$ cat src/rtl/wb_arbiter.sv
// wb_arbiter: merges the mul/div and ALU/mem write-back streams onto one register-file write port.
// Mul/div results always win; colliding ALU results wait in a skid FIFO while stall_o is raised.
// Optional feature: define WB_BYPASS_EN to enable rs1/rs2 bypass lookups into the FIFO and write port.
module wb_arbiter #(
    parameter int WD_SIZE        = 32,
    parameter int INSTR_REG_SIZE = 5,
    parameter int FIFO_DEPTH     = 2
) (
    input  logic                      clk,
    input  logic                      reset_n,
    input  logic                      alu_valid_i,
    input  logic                      alu_reg_write_i,
    input  logic [INSTR_REG_SIZE-1:0] alu_rd_i,
    input  logic [WD_SIZE-1:0]        alu_result_i,
    input  logic                      mul_valid_i,
    input  logic                      mul_reg_write_i,
    input  logic [INSTR_REG_SIZE-1:0] mul_rd_i,
    input  logic [WD_SIZE-1:0]        mul_result_i,
    input  logic [INSTR_REG_SIZE-1:0] rs1_i,
    input  logic [INSTR_REG_SIZE-1:0] rs2_i,
    output logic                      rf_we_o,
    output logic [INSTR_REG_SIZE-1:0] rf_waddr_o,
    output logic [WD_SIZE-1:0]        rf_wdata_o,
    output logic                      stall_o,
    output logic                      overflow_o,
    output logic                      fwd1_hit_o,
    output logic                      fwd2_hit_o,
    output logic [WD_SIZE-1:0]        fwd1_data_o,
    output logic [WD_SIZE-1:0]        fwd2_data_o
);
    localparam int           PW   = $clog2(FIFO_DEPTH);
    localparam logic [PW:0]  FULL = (PW+1)'(FIFO_DEPTH);

    logic [INSTR_REG_SIZE-1:0] q_rd [FIFO_DEPTH];
    logic [WD_SIZE-1:0]        q_data [FIFO_DEPTH];
    logic [PW-1:0]             head, tail;
    logic [PW:0]               count, count_next;
    logic                      mul_live, alu_live, occupied, pop, push, push_ok, sel_we;
    logic [INSTR_REG_SIZE-1:0] sel_rd;
    logic [WD_SIZE-1:0]        sel_data;

    assign mul_live = mul_valid_i && mul_reg_write_i && mul_rd_i != '0;
    assign alu_live = alu_valid_i && alu_reg_write_i && alu_rd_i != '0;
    assign occupied = count != '0;

    // Pick the write source (mul > FIFO head > direct ALU) and decide FIFO movement
    always_comb begin
        pop        = occupied && !mul_live;
        push       = alu_live && (mul_live || occupied);
        push_ok    = push && (count != FULL || pop);
        count_next = count + (PW+1)'(push_ok) - (PW+1)'(pop);
        sel_we     = mul_live || occupied || alu_live;
        sel_rd     = mul_live ? mul_rd_i : (occupied ? q_rd[head] : alu_rd_i);
        sel_data   = mul_live ? mul_result_i : (occupied ? q_data[head] : alu_result_i);
    end

    // Control state and the registered write port; reset drops all FIFO contents at once
    always_ff @(posedge clk or negedge reset_n) begin
        if (!reset_n) begin
            head       <= '0;
            tail       <= '0;
            count      <= '0;
            stall_o    <= 1'b0;
            overflow_o <= 1'b0;
            rf_we_o    <= 1'b0;
            rf_waddr_o <= '0;
            rf_wdata_o <= '0;
        end else begin
            if (push_ok) tail <= tail + 1'b1;
            if (pop) head <= head + 1'b1;
            if (push && !push_ok) overflow_o <= 1'b1;
            count   <= count_next;
            stall_o <= count_next != '0;
            rf_we_o <= sel_we;
            if (sel_we) begin
                rf_waddr_o <= sel_rd;
                rf_wdata_o <= sel_data;
            end
        end
    end

    // FIFO storage; entries are only meaningful while counted, so no reset is needed
    always_ff @(posedge clk) begin
        if (push_ok) begin
            q_rd[tail]   <= alu_rd_i;
            q_data[tail] <= alu_result_i;
        end
    end

`ifdef WB_BYPASS_EN
    logic [PW-1:0] idx;

    // Bypass lookup: the write port is the oldest candidate, the FIFO is scanned oldest to youngest so the youngest match wins
    always_comb begin
        idx         = head;
        fwd1_hit_o  = rs1_i != '0 && rf_we_o && rf_waddr_o == rs1_i;
        fwd2_hit_o  = rs2_i != '0 && rf_we_o && rf_waddr_o == rs2_i;
        fwd1_data_o = fwd1_hit_o ? rf_wdata_o : '0;
        fwd2_data_o = fwd2_hit_o ? rf_wdata_o : '0;
        for (int i = 0; i < FIFO_DEPTH; i++) begin
            idx = head + PW'(i);
            if (i < int'(count) && rs1_i != '0 && q_rd[idx] == rs1_i) begin
                fwd1_hit_o  = 1'b1;
                fwd1_data_o = q_data[idx];
            end
            if (i < int'(count) && rs2_i != '0 && q_rd[idx] == rs2_i) begin
                fwd2_hit_o  = 1'b1;
                fwd2_data_o = q_data[idx];
            end
        end
    end
`else
    logic unused_rs;

    assign unused_rs   = ^{rs1_i, rs2_i};
    assign fwd1_hit_o  = 1'b0;
    assign fwd2_hit_o  = 1'b0;
    assign fwd1_data_o = '0;
    assign fwd2_data_o = '0;
`endif
endmodule

$ cat config.mk
export PLATFORM = sky130hd
export DESIGN_NAME = wb_arbiter
export DESIGN_NICKNAME = d
export VERILOG_FILES = /design/src/rtl/wb_arbiter.sv
export SDC_FILE = /design/constraint.sdc
export NUM_CORES = 1
export LEC_CHECK = 0
export CAP_MARGIN = 0
export CORE_ASPECT_RATIO = 0.75
export CORE_MARGIN = 3
export CORE_UTILIZATION = 46
export CTS_CLUSTER_SIZE = 10
export DETAILED_ROUTE_END_ITERATION = 8
export PLACE_DENSITY = 0.81
export SETUP_SLACK_MARGIN = 0.15
export SYNTH_ARGS = -nofsm -noshare
export SYNTH_HDL_FRONTEND = slang
export SYNTH_SLANG_ARGS = --single-unit
$ cat constraint.sdc
create_clock -name clk -period 3.7 [get_ports clk]
set_clock_uncertainty 0.05 [all_clocks]
set_input_delay 0.74 -clock clk [delete_from_list [all_inputs] [get_ports clk]]
set_output_delay 0.74 -clock clk [all_outputs]
set_load 0.05 [all_outputs]
# [Word-level counts from Yosys, hierarchy flattened]
# Memories as Yosys holds them, arrays and structs flattened.
# Cells that the tools add are included.
[op_classes] addsub=4 multipliers=0 div=0 order_cmp=0 n_eq_ne=1 shift=0 muxes=6 bitwise=0 n_reduce_logical=17
[op_table] operator="$mux 32" count=2
[op_table] operator="$mux 5" count=2
[op_table] operator="$reduce_bool 5->1" count=2
[op_table] operator="$logic_and 1x1->1" count=8
[op_table] operator="$reduce_bool 2->1" count=2
[op_table] operator="$logic_or 1x1->1" count=3
[op_table] operator="$add 1x1->1 const B" count=2
[op_table] operator="$add 2x1->2" count=1
[op_table] operator="$logic_not 1->1" count=2
[op_table] operator="$mux 1" count=2
[op_table] operator="$ne 2x2->1 const B" count=1
[op_table] operator="$sub 2x1->2" count=1
[word_totals] reg_bits=44 latch_bits=0 mem_bits_rw=74 mem_bits_ro=0 input_bits=90 output_inout_bits=106 memories=2
[memory_table] name="q_data" words=2 width=32 rd=1 rd_clocked_by_memory_dff=0 write_ports=1 line="35" rtl="logic [WD_SIZE-1:0] q_data [FIFO_DEPTH];"
[memory_table] name="q_rd" words=2 width=5 rd=1 rd_clocked_by_memory_dff=0 write_ports=1 line="34" rtl="logic [INSTR_REG_SIZE-1:0] q_rd [FIFO_DEPTH];"

# [Logic depth before layout (Yosys ltp)]
[depth] ltp_word=9 depth_mapped=11

# [Worst setup path after synthesis]
# OpenSTA, ideal clock, no wires.
[synth_path] kind="input to register" start="input port mul_rd_i[1]" end="memory q_data[0][0] (enable)" arrival_ns=3.240 required_time_ns=3.219 path_slack_ns=-0.021 cell_stages=4 cell_sequence="or4_4 o211ai_1 o211ai_1 nor2_1"
[synth_between] elab_chain_len=8
[synth_lines] item="start: declaration" line="17" rtl="input logic [INSTR_REG_SIZE-1:0] mul_rd_i,"
[synth_lines] item="$reduce_bool 5->1 (*)" line="42" rtl="assign mul_live = mul_valid_i && mul_reg_write_i && mul_rd_i != '0;"
[synth_lines] item="$logic_and 1x1->1 (*)" line="42"
[synth_lines] item="$logic_not 1->1" line="48" rtl="pop = occupied && !mul_live;"
[synth_lines] item="$logic_and 1x1->1" line="48"
[synth_lines] item="$logic_or 1x1->1" line="50" rtl="push_ok = push && (count != FULL || pop);"
[synth_lines] item="$logic_and 1x1->1 (*)" line="50"
[synth_lines] item="$mux 1 (*)" line="84" rtl="if (push_ok) begin"
[synth_lines] item="$mux 1 (implied by the code) (*)" line="86" rtl="q_data[tail] <= alu_result_i;"
[synth_lines] item="end: declaration" line="35"
# Every way passes the cells marked *; elsewhere a longest branch is shown, timed or not.

# [Worst setup path after layout]
[layout_path] start="input port alu_rd_i[2]" end="register stall_o"
[layout_between] elab_chain_len=7
[layout_lines] item="start: declaration" line="13" rtl="input logic [INSTR_REG_SIZE-1:0] alu_rd_i,"
[layout_lines] item="$reduce_bool 5->1" line="43" rtl="assign alu_live = alu_valid_i && alu_reg_write_i && alu_rd_i != '0;"
[layout_lines] item="$logic_and 1x1->1" line="43"
[layout_lines] item="$logic_and 1x1->1" line="49" rtl="push = alu_live && (mul_live || occupied);"
[layout_lines] item="$logic_and 1x1->1" line="50"
[layout_lines] item="$add 2x1->2" line="51" rtl="count_next = count + (PW+1)'(push_ok) - (PW+1)'(pop);"
[layout_lines] item="$sub 2x1->2" line="51"
[layout_lines] item="$reduce_bool 2->1" line="73" rtl="stall_o <= count_next != '0;"
[layout_lines] item="end signal: assignment" line="63" rtl="stall_o <= 1'b0;"
[layout_lines] item="end signal: assignment" line="73"
[layout_lines] item="end: declaration" line="24" rtl="output logic stall_o,"
# No other way between the ends.
# A chain may end at the register's enable or synchronous reset.

==> metrics <==
status complete, no violations; synthesized instance count 471; aggregate negative setup slack 0 ps; row count 34; Internal 3.648 mW; design area 0.007242 sq mm; FMAX 0.3121 GHz; max_cap viols 0; Arr. time, crit path 3430 ps; combinational fraction of design power 0.436; largest net degree at the start of global routing 62; post-synthesis sequential area ratio 0.5929; RSZ-0062 raised after global routing false; synth-to-layout area growth 29.20%; CTS tree done; clock buffer depth 2; TritonCTS Sinks 118; number of synthesized flops with an enable pin 74; cts repair resizes 0; vias 3952; worst vdd ir 487.5 uV; fin. max-slew vios 0; drt total wl 13.10 mm; Reg power frac 0.321; ANT cells 0; H-tree depth 4; die area 0.01356 sq mm; Net Sw Power 2.599 mW; Routed Antenna Nets 0; Mapped Avg Cell Area 11.90 sq um; I/O pins 196; CTS Buf Count 17; CP required 3930 ps; fraction of layout cells with a size suffix above 1 0.09106; Final Hold Violating Endpoints 0; first-pass GRT wire length 20.22 mm; async set or reset register ratio after synthesis 0.3729; Most used DFF post-synth edfxtp_1; Startpoint Class input port; DRC Markers 0; CP Class in2reg; Buffers on Ports 119; Post-DP HPWL 8.401 mm; library cells used by synthesis 36; Hold Buf Count CTS 0; Clk pwr share 0.243; FF+latch count, synth 118; Worst Tran Pin Value 1099 ps; GR Util All Layers 0.1943; initial antenna violation count 0; Sw Ratio 0.4160; fin util 0.6168; post-route clock period utilization 0.8659; gpl congestion 0.7940; yosys warns 0; crit-path max FO 4; first drt pass iteration count 5; pre-CTS setup slack 138.7 ps; die span in y 101.6 um; Hold Slack 416.0 ps; CTS Root Cell clkbuf_16; vias in the first global route 3865; post-CTS setup repair buffer count 0; power per cell area 862.5 mW/mm^2; Relative slew margins 0.2675; # setup viols final 0; leak pwr 2.772 nW; initial DRC count 270; Vias/cell 5.234; crit end category flop; DIE WIDTH 133.5 um; PnR worst setup slack 496.2 ps; initial core utilization 0.4774; Core Box Area 0.01174 sq mm; fin crit period 3204 ps; Reg clk slew, reported paths 50 ps; routed len/inst 17.34 um; Overflow after GRT 0; DP Area 0.006690 sq mm; synthesized area 0.005605 sq mm; nets 671; worst min-delay path category reg2reg; worst skew pair latency 410 ps
==> state kept, by name, summed over array words and instances, names as in the netlist <==
| name | cells |
|---|---|
| rf_waddr_o | 5 |
| rf_wdata_o | 32 |
| q_rd | 10 |
| stall_o | 1 |
| overflow_o | 1 |
| rf_we_o | 1 |
| q_data | 64 |
| count | 2 |
| head | 1 |
| tail | 1 |
==> routing by layer <==
metal / vias to the layer above / routed length, um / part of all wire / track usage
li1: 1849 / - / - / -
met1: 1891 / 5710 / 0.44 / 0.2557
met2: 192 / 6058 / 0.46 / 0.2988
met3: 20 / 1160 / 0.089 / 0.07001
met4: 0 / 166 / 0.013 / 0.07510
met5: - / 0 / 0 / 0
==> layout by cell type (no fill, tap or decap), types with 2 or more instances in the layout <==
cell and count:
clkdlybuf4s50_1 118, edfxtp_1 74, nand2_1 71, conb_1 66, dfrtp_1 43, o211ai_1 38
mux2i_1 37, a31oi_1 36, nor4_1 35, clkbuf_16 17, buf_4 8, clkinvlp_4 6
clkinv_2 5, xnor2_1 3, nor2_1 2, nor2_4 2, nor3_1 2, a21oi_1 2
a22o_1 2, buf_12 2
==> logic make-up after synthesis <==
group	share of synthesized area
AND/OR/NAND/NOR	0.1036
AO/OA/AOI/OAI	0.1033
adder cells (fa/ha/maj)	0.002232
flip-flops	0.5929
XOR/XNOR	0.004688
other	0.0006690
multiplexers	0.07076
buffers and inverters	0.1219
==> critical path: stages <==
cell and delay, ps:
clkdlybuf4s50_1 480, or4_1 570, o211ai_1 320, nor2_1 110, o221a_2 260, ha_1 190
xnor2_1 210, a31oi_1 80, or3b_2 470
==> synth_stat cells (2+ instances only) <==
| cell | instances | area share |
|---|---|---|
| edfxtp_1 | 74 | 0.40 |
| nand2_1 | 71 | 0.048 |
| buf_4 | 66 | 0.088 |
| dfrtp_1 | 44 | 0.20 |
| o211ai_1 | 38 | 0.051 |
| mux2i_1 | 37 | 0.066 |
| a31oi_1 | 36 | 0.040 |
| nor4_1 | 35 | 0.039 |
| clkbuf_1 | 27 | 0.018 |
| buf_6 | 5 | 0.010 |
| nor2_1 | 4 | 0.0027 |
| buf_1 | 3 | 0.0020 |
| buf_2 | 3 | 0.0027 |
| xnor2_1 | 3 | 0.0047 |
| a21oi_1 | 2 | 0.0018 |
| a22o_1 | 2 | 0.0031 |
| nor3_1 | 2 | 0.0018 |
==> power groups by stage <==
stage / Combinational [mW] / Clock (mW) / Sequential, mW
detailed placement: 2.72 / 0 / 2.03
global placement: 2.68 / 0 / 2.00
finish: 2.72 / 1.52 / 2.01
floorplan: 1.25 / 0 / 2.72
CTS: 2.74 / 1.55 / 2.01
global route: 2.89 / 1.60 / 2.05
==> final timing paths <==
check,startpoint,end,slack [ps],depth (start not counted)
setup / recovery,alu_rd_i[2],stall_o,500,9
hold / removal,overflow_o,overflow_o,420,1
setup reg to reg,count[1],rf_wdata_o[0],1030,5
hold reg to reg,overflow_o,overflow_o,420,1
max in group asynchronous,reset_n,head,2370,1
min in group asynchronous,reset_n,rf_wdata_o[21],490,1
==> metrics by stage <==
stage | power [mW] | std cells
floorplan | 3.971 | 536
global placement | 4.678 | 723
detailed placement | 4.745 | 723
CTS | 6.296 | 755
global route | 6.531 | 755
finish | 6.246 | 755
==> area by class of cell <==
type	instances	area, sq um
Fill cell	903	4499
Sequential cell	118	3324
Multi-Input combinational cell	313	1873
Timing Repair Buffer	129	1286
Clock buffer	19	442.9
Tap cell	162	202.7
Clock inverter	13	108.9
Inverter	1	3.754
(Power assumes the default switching activity.)
